File: src/rtl/instr_fetch_unit.sv
// Fetch stage of the RV64 pipeline: owns the PC, addresses the instruction memory,
// fills the IF/ID register and flags misaligned or out-of-range fetches.
module instr_fetch_unit #(
    parameter logic [63:0] RESET_PC   = 64'd0,
    parameter int          IMEM_BYTES = 148,
    parameter logic [31:0] NOP_INSTR  = 32'h00000013
) (
    input  logic        clk,
    input  logic        reset,
    input  logic        stall,
    input  logic        branch_taken,
    input  logic [63:0] branch_target,
    input  logic [31:0] Instruction,
    output logic [63:0] Inst_Address,
    output logic [63:0] if_id_pc,
    output logic [31:0] if_id_instruction,
    output logic        if_id_valid,
    output logic        fetch_fault,
    output logic [31:0] fetch_count
);

    localparam logic [0:0]  S_RUN      = 1'b0;
    localparam logic [0:0]  S_HALT     = 1'b1;
    localparam logic [63:0] LAST_LEGAL = 64'(IMEM_BYTES - 4);

    logic [0:0]  r_state;
    logic [63:0] r_pc;
    logic [63:0] r_ifIdPc;
    logic [31:0] r_ifIdInstr;
    logic        r_ifIdValid;
    logic        r_fault;
    logic [31:0] r_count;

    logic [63:0] w_pcPlus4;
    logic        w_targetBad;
    logic        w_seqBad;

    // Range checks happen before the PC update so an illegal address never reaches the memory.
    assign w_pcPlus4   = r_pc + 64'd4;
    assign w_targetBad = (branch_target[1:0] != 2'b00) || (branch_target > LAST_LEGAL);
    assign w_seqBad    = w_pcPlus4 > LAST_LEGAL;

    always_ff @(posedge clk) begin
        if (!reset) begin
            r_state     <= S_RUN;
            r_pc        <= RESET_PC;
            r_ifIdPc    <= 64'd0;
            r_ifIdInstr <= NOP_INSTR;
            r_ifIdValid <= 1'b0;
            r_fault     <= 1'b0;
            r_count     <= 32'd0;
        end else if (r_state == S_HALT) begin
            r_ifIdPc    <= 64'd0;
            r_ifIdInstr <= NOP_INSTR;
            r_ifIdValid <= 1'b0;
        end else if (branch_taken) begin
            r_ifIdPc    <= 64'd0;
            r_ifIdInstr <= NOP_INSTR;
            r_ifIdValid <= 1'b0;
            if (w_targetBad) begin
                r_state <= S_HALT;
                r_fault <= 1'b1;
            end else begin
                r_pc <= branch_target;
            end
        end else if (!stall) begin
            // The instruction at the last legal word is still delivered before halting.
            r_ifIdPc    <= r_pc;
            r_ifIdInstr <= Instruction;
            r_ifIdValid <= 1'b1;
            if (r_count != 32'hFFFF_FFFF) begin
                r_count <= r_count + 32'd1;
            end
            if (w_seqBad) begin
                r_state <= S_HALT;
                r_fault <= 1'b1;
            end else begin
                r_pc <= w_pcPlus4;
            end
        end
    end

    assign Inst_Address      = r_pc;
    assign if_id_pc          = r_ifIdPc;
    assign if_id_instruction = r_ifIdInstr;
    assign if_id_valid       = r_ifIdValid;
    assign fetch_fault       = r_fault;
    assign fetch_count       = r_count;

endmodule
File: config.mk
export PLATFORM = sky130hd
export DESIGN_NAME = instr_fetch_unit
export DESIGN_NICKNAME = d
export VERILOG_FILES = /design/src/rtl/instr_fetch_unit.sv
export SDC_FILE = /design/constraint.sdc
export NUM_CORES = 1
export LEC_CHECK = 0
export BUFFER_PORTS_ARGS = -buffer_cell sky130_fd_sc_hd__buf_2
export CORE_MARGIN = 4
export CORE_UTILIZATION = 42
export DETAILED_ROUTE_END_ITERATION = 12
export PLACE_DENSITY_LB_ADDON = 0.2
export SLEW_MARGIN = 20
export SYNTH_ARGS = -nofsm -noshare
export SYNTH_HDL_FRONTEND = slang
export SYNTH_SLANG_ARGS = --single-unit
File: constraint.sdc
create_clock -name clk -period 3.44 [get_ports clk]
set_clock_uncertainty 0.15 [all_clocks]
set_input_delay 0 -clock clk [delete_from_list [all_inputs] [get_ports clk]]
set_output_delay 0 -clock clk [all_outputs]
set_load 0.005 [all_outputs]
==> results of run 1 <==
## worst max path at each step
stage / startpoint / end
3_5_place_dp: Inst_Address[2]$_SDFFE_PN0P_ / Inst_Address[7]$_SDFFE_PN0P_
4_1_cts: Inst_Address[5]$_SDFFE_PN0P_ / Inst_Address[7]$_SDFFE_PN0P_
5_1_grt: Inst_Address[2]$_SDFFE_PN0P_ / Inst_Address[7]$_SDFFE_PN0P_
6_report: Inst_Address[11]$_SDFFE_PN0P_ / Inst_Address[7]$_SDFFE_PN0P_
3_3_place_gp: Inst_Address[13]$_SDFFE_PN0P_ / Inst_Address[7]$_SDFFE_PN0P_
2_1_floorplan: Inst_Address[5]$_SDFFE_PN0P_ / Inst_Address[23]$_SDFFE_PN0P_
## cell families (layout without fill, tap and decap cells)
logic type | count (synthesis) | after routing | share of synthesized area, %
AO/OA/AOI/OAI | 150 | 150 | 12.1
AND/OR/NAND/NOR | 451 | 451 | 25.9
XOR/XNOR | 34 | 34 | 3.32
multiplexers | 98 | 98 | 10.9
adder cells (fa/ha/maj) | 2 | 2 | 0.279
flip-flops | 195 | 195 | 43.5
buffers and inverters | 74 | 482 | 3.96
## area by class of cell
cell class	instances	area, µm²	area share [%]
sequential	195	3910	30.7
tap	275	344	2.71
clock buffer	17	425	3.34
multi-input combinational	735	4920	38.7
timing repair buffer	440	2870	22.5
clock inverter	15	215	1.69
inverter	10	37.5	0.295
## power breakdown
group / switching (W) / internal (W) / leakage, nW
sequential: 0.0000118 / 0.00227 / 1.57
clock: 0.000989 / 0.00112 / 0.307
combinational: 0.000169 / 0.000166 / 3.88
total: 0.00117 / 0.00356 / 5.77
## registers in the layout, summed over array words and instances (netlist names)
name,count
Inst_Address,64
fetch_count,32
fetch_fault,1
if_id_instruction,32
if_id_pc,64
if_id_valid,1
r_state,1
## worst max-delay path, cell delays in order (launching register included)
cell                      delay [ps]
sky130_fd_sc_hd__dfxtp_1         380
sky130_fd_sc_hd__nand4_4         120
sky130_fd_sc_hd__or4_4           570
sky130_fd_sc_hd__buf_12          180
sky130_fd_sc_hd__nor4_4          330
sky130_fd_sc_hd__nand3_1         160
sky130_fd_sc_hd__o31ai_1         110
sky130_fd_sc_hd__nand3_1         150
sky130_fd_sc_hd__or3_4           440
sky130_fd_sc_hd__buf_4           180
sky130_fd_sc_hd__o41a_1          410
sky130_fd_sc_hd__o22ai_1         140
## routing by layer
layer	part of all wire, %	up-vias
li1	-	4384
met1	39	4203
met2	52	317
met3	6.2	47
met4	2.9	0
met5	0	-
## cell usage in the layout (no fill, tap or decap), types with 6 or more instances in the layout
master,n
sky130_fd_sc_hd__dfxtp_1,192
sky130_fd_sc_hd__mux2i_1,97
sky130_fd_sc_hd__nand2b_1,9
sky130_fd_sc_hd__nor4_1,22
sky130_fd_sc_hd__xor2_1,8
sky130_fd_sc_hd__nor3_1,29
sky130_fd_sc_hd__and3_1,15
sky130_fd_sc_hd__nand2_1,98
sky130_fd_sc_hd__or3_1,16
sky130_fd_sc_hd__nor4_4,6
sky130_fd_sc_hd__clkbuf_16,20
sky130_fd_sc_hd__and2_1,29
sky130_fd_sc_hd__a21oi_2,41
sky130_fd_sc_hd__nand3_1,40
sky130_fd_sc_hd__and4_1,13
sky130_fd_sc_hd__a21oi_1,24
sky130_fd_sc_hd__a31oi_1,6
sky130_fd_sc_hd__buf_4,71
sky130_fd_sc_hd__buf_2,292
sky130_fd_sc_hd__inv_1,10
sky130_fd_sc_hd__nor2_1,109
sky130_fd_sc_hd__nand4_1,29
sky130_fd_sc_hd__dlygate4sd3_1,65
sky130_fd_sc_hd__xnor2_1,26
sky130_fd_sc_hd__o21ai_0,22
## metrics by stage
step                      util, %  instances  setup TNS [ps]  area [µm²]  hold WS [ps]
after global routing         60.5       1687           -3170       12700           159
final                        60.5       1687               0       12700          88.9
after CTS                    59.1       1677               0       12400          70.6
after detailed placement     52.9       1580           -3980       11100          86.6
after global placement       52.9       1580           -4450       11100          78.2
after floorplan                 -       1004               0        8990         -7.92
## what timing repair did
action,in CTS,in global routing
hold endpoints to repair,68,0
buffers inserted,0,6
endpoints found under the setup margin,62,64
gates cloned,0,4
hold buffers,65,0
pin swaps,0,39
gates resized for setup,4,34
==> results_dict.tcl, run 1 <==
set metrics [dict create \
    timing.final.ws_setup_ps 41.6 \
    synth_top_cells_by_area "sky130_fd_sc_hd__dfxtp_1 (43%), sky130_fd_sc_hd__mux2i_1 (11%), sky130_fd_sc_hd__nor2_1 (4.7%), sky130_fd_sc_hd__nand2_1 (4.1%), sky130_fd_sc_hd__a21oi_2 (3.9%)" \
    placement.io_buffers 293 \
    drt-pass1-iter-count 5 \
    post_layout_total_power_w 0.00473 \
    worst_ir_drop_vdd_v 0.000271 \
    gr-usage-met1_pct 26.3 \
    cts_made_buffers 17 \
    setup_repair_after_global_routing_missed_its_margin "yes" \
    clkTransAtPathRegs_ps 80 \
    clock_sinks 195 \
    floorplan.die.width_um 154 \
    ys_seq_elements 195 \
    post-place-ws_ps -148 \
    clock.fmax_mhz 294 \
    final-setup-viol-count 0 \
    post-synth-top-count-cell "sky130_fd_sc_hd__dfxtp_1" \
    clock_tree_from_tritoncts "done" \
    max_slew.worst_pin.slew_ps 1010 \
    status "complete, no violations" \
    globalRouteOverflowTotal 0 \
    globalRouteTotalUtil_pct 22.8 \
    number_of_antenna_violations_at_the_first_check_in_global_routing 0 \
    wire_length_of_the_first_global_routing_pass_um 44200 \
    netlist-cell-type-count 65 \
    worst-endpoint-required_ps 3650 \
    first_global_vias 8569 \
    groute.layer.met3.usage_pct 4.50 \
    detailedPlacementHpwl_um 19900 \
    worst_setup_path_end_kind "flop" \
    die_area_um2 23800 \
    ctsRootBufferMaster "sky130_fd_sc_hd__clkbuf_16" \
    reg2reg_slack_ps 40 \
    power_leakage_nw 5.77 \
    globalplace.congestion 0.912 \
    final-max-slew-violation-count 0 \
    fp.dieH_um 154 \
    ys_top_cells_by_count "sky130_fd_sc_hd__dfxtp_1 (195), sky130_fd_sc_hd__nor2_1 (112), sky130_fd_sc_hd__nand2_1 (99)" \
    share_of_layout_cells_above_drive_strength_1_pct 34.4 \
    hold_path_end "fetch_fault$_SDFFE_PN0P_" \
    antenna_cells 0 \
    regToRegStartpoint "Inst_Address[11]$_SDFFE_PN0P_" \
    ant_nets 0 \
    cts_buffer_depth 2 \
    synthDominantCellAreaShare_pct 43.5 \
    core_area_um2 21000 \
    async_flop_share_pct 0 \
    yosysSeqAreaShare_pct 43.5 \
    gr-usage-met2_pct 41.1 \
    yosys_most_used_dff "sky130_fd_sc_hd__dfxtp_1" \
    grt.busiest_layer "met2" \
    cellPowerDensity_nw_per_um2 372 \
    worstRegToRegCells 11 \
    num_io_pins 294 \
    yosysWarningCount 0 \
    detailroute.via_count 8951 \
    endpoint_of_the_lowest_slack_register_to_register_path "Inst_Address[7]$_SDFFE_PN0P_" \
    n_fill_cell 1834 \
    synth_area_leader_cell "sky130_fd_sc_hd__dfxtp_1" \
    crit_path_start_kind "flop" \
    finalHoldViolations 0 \
    syn_to_final_growth_pct 41.7 \
    synth_edf_count 0 \
    critical_path_arrival_ps 3610 \
    pin_count_of_the_biggest_net_entering_global_routing 95 \
    post_drt_via_cell_ratio 5.31 \
    hold_start "branch_target[0]" \
    min_period_ps 3400 \
    post_synth_instance_area_um2 8980 \
    synth_area_per_cell_um2 8.94 \
    holdPathStages 6 \
    drt_iter0_drc 538 \
    syn-num-nets 1106 \
    timing.max_cap.violations 0 \
    finalCritPeriodShare_pct 98.8 \
    cts_max_level 4 \
    slew_headroom_pct 32.7 \
    routed_wire_length_per_instance_um 16.9 \
    wl_um 28500 \
    worstSkewPairLatency_ps 440 \
    critical_path.max_fanout 21 \
    netlist_instances 1004 \
    nNetsFinal 1501 \
    worstHoldPathType "in2reg" \
    post_route_drc_violation_count 0 \
    critical_setup_path_kind "reg2reg" \
    placement_rows 53 \
    starting_utilization_of_the_core_area_pct 42.7 \
]
No activity file was read; power rests on OpenSTA's default activity.
==> run 2: changes to the inputs <==
CORE_UTILIZATION = 46   (was 42)
GPL_TIMING_DRIVEN = 1   (was unset)
==> results_dict.tcl, run 2 (synthesis gave the netlist of run 1 again) <==
set metrics [dict create \
    status "complete, no violations" \
    globalRouteOverflowTotal 0 \
    cellPowerDensity_nw_per_um2 361 \
    number_of_antenna_violations_at_the_first_check_in_global_routing 0 \
    crit_path_cell_trace "ha_4, nand4_1, or4_4, or2_4, nor4b_2, o22ai_2, nor4b_4, nand2_2, buf_6, o41a_1, o22ai_1" \
    globalplace.congestion 0.923 \
    mostFrequentLayoutCells "sky130_fd_sc_hd__buf_2 (292), sky130_fd_sc_hd__dfxtp_1 (190), sky130_fd_sc_hd__nor2_1 (110)" \
    share_of_layout_cells_above_drive_strength_1_pct 34.3 \
    worst_setup_path_end_kind "flop" \
    final-max-slew-violation-count 0 \
    critical_setup_path_kind "reg2reg" \
    clock.fmax_mhz 293 \
    core_area_um2 19000 \
    final-setup-viol-count 0 \
    max_slew.worst_pin.slew_ps 1040 \
    globalRouteTotalUtil_pct 25.5 \
    crit_path_start_kind "flop" \
    detailedPlacementHpwl_um 20100 \
    cts_max_level 4 \
    worst_path_largest_cell_delay_ps 680 \
    starting_utilization_of_the_core_area_pct 47.4 \
    clock_tree_from_tritoncts "done" \
    ant_nets 0 \
    post_layout_total_power_w 0.00456 \
    placement.io_buffers 293 \
    routed_wire_length_per_instance_um 17.2 \
    die_area_um2 21800 \
    power_leakage_nw 5.70 \
    cts_buffer_depth 2 \
    worst_hold_margin_ps 41.3 \
    drt_iter0_drc 484 \
    fp.dieH_um 148 \
    finalHoldViolations 0 \
    first_global_vias 8708 \
    drt-pass1-iter-count 5 \
    min_period_ps 3420 \
    slew_headroom_pct 30.8 \
    worstHoldPathType "in2reg" \
    cts_made_buffers 17 \
    ctsRootBufferMaster "sky130_fd_sc_hd__clkbuf_16" \
    critical_path.max_fanout 8 \
    num_io_pins 294 \
    setup_repair_after_global_routing_missed_its_margin "yes" \
    timing.max_cap.violations 0 \
    clkTransAtPathRegs_ps 70 \
    wire_length_of_the_first_global_routing_pass_um 45200 \
    pin_count_of_the_biggest_net_entering_global_routing 95 \
    syn_to_final_growth_pct 40.5 \
    finalCritPeriodShare_pct 99.3 \
    floorplan.die.width_um 148 \
    nNetsFinal 1503 \
    layout_commonest_cell "sky130_fd_sc_hd__buf_2" \
    worstSkewPairLatency_ps 430 \
    placement_rows 50 \
    worst_ir_drop_vdd_v 0.000317 \
    detailroute.via_count 9004 \
    critical_path_arrival_ps 3610 \
    post_drt_via_cell_ratio 5.38 \
    wl_um 28800 \
    antenna_cells 0 \
    post_route_drc_violation_count 0 \
    worst-endpoint-required_ps 3630 \
    clock_sinks 195 \
    cpMaxStageDelayCell "sky130_fd_sc_hd__or4_4" \
]
## run 2: cell count changes in the layout (fill, tap and decap cells not counted), moves of 3 or more
cell and delta:
sky130_fd_sc_hd__dlygate4sd3_1 +5, sky130_fd_sc_hd__nor4_1 +3, sky130_fd_sc_hd__clkinv_4 +3, sky130_fd_sc_hd__a21oi_1 -4
sky130_fd_sc_hd__clkinv_8 -5, sky130_fd_sc_hd__a21oi_2 +4, sky130_fd_sc_hd__inv_6 -3
## run 2: cell type report
cell class                      instances  area (µm²)
Sequential cell                       195        3910
Clock inverter                         15         151
Clock buffer                           17         425
Tap cell                              260         325
Multi-Input combinational cell        735        4900
Inverter                               10        37.5
Fill cell                            1609        6340
Timing Repair Buffer                  442        2870
## run 2: metrics by stage
step | instances | cell area, µm² | util, % | TNS (ps) | setup slack (ps)
after detailed placement | 1566 | 11100 | 58.5 | -52.4 | -20.5
after floorplan | 1004 | 8990 | - | 0 | 1.07
after global placement | 1566 | 11100 | 58.5 | -128 | -49.3
after CTS | 1668 | 12400 | 65.3 | 0 | 33.5
after global routing | 1674 | 12600 | 66.5 | -3540 | -105
final | 1674 | 12600 | 66.5 | 0 | 23.4
## run 2: routing by layer
layer | wire [µm] | share of wire [%] | global-route usage, % | up-vias
li1 | - | - | - | 4382
met1 | 11000 | 38 | 29.2 | 4261
met2 | 15400 | 53 | 47.1 | 306
met3 | 1630 | 5.6 | 5.15 | 55
met4 | 771 | 2.7 | 9.04 | 0
met5 | 0 | 0 | 0 | -
## run 2: power breakdown
group          total (W)  internal (W)  leakage, nW  switching [W]
clock network    0.00194       0.00102        0.277       0.000918
logic           0.000336      0.000167         3.85       0.000169
registers        0.00228       0.00227         1.58      0.0000120
## run 2: path summary, 6_finish.rpt
| kind | startpoint | to | slack [ps] | depth (start not counted) |
|---|---|---|---|---|
| setup / recovery | Inst_Address[2]$_SDFFE_PN0P_ | Inst_Address[7]$_SDFFE_PN0P_ | 20 | 11 |
| hold reg to reg | if_id_valid$_SDFFE_PP0N_ | if_id_valid$_SDFFE_PP0N_ | 300 | 2 |
| setup reg to reg | Inst_Address[2]$_SDFFE_PN0P_ | Inst_Address[7]$_SDFFE_PN0P_ | 20 | 11 |
| hold / removal | branch_target[0] | fetch_fault$_SDFFE_PN0P_ | 40 | 6 |
## run 2: repair_timing
| action | in CTS | in global routing |
|---|---|---|
| gates cloned | 0 | 3 |
| gates resized for setup | 2 | 32 |
| hold buffers | 70 | 0 |
| endpoints found under the hold margin | 75 | 0 |
| pin swaps | 0 | 39 |
| setup endpoints to repair | 35 | 64 |
| buffers inserted | 0 | 3 |
## run 2: critical path: cells and delay by family (launching register included)
| family | cells | cell delay (ps) |
|---|---|---|
| compound gates | 3 | 610 |
| simple gates | 6 | 1930 |
| fa+ha+maj | 1 | 130 |
| buf+inv | 1 | 150 |
| flops | 1 | 350 |
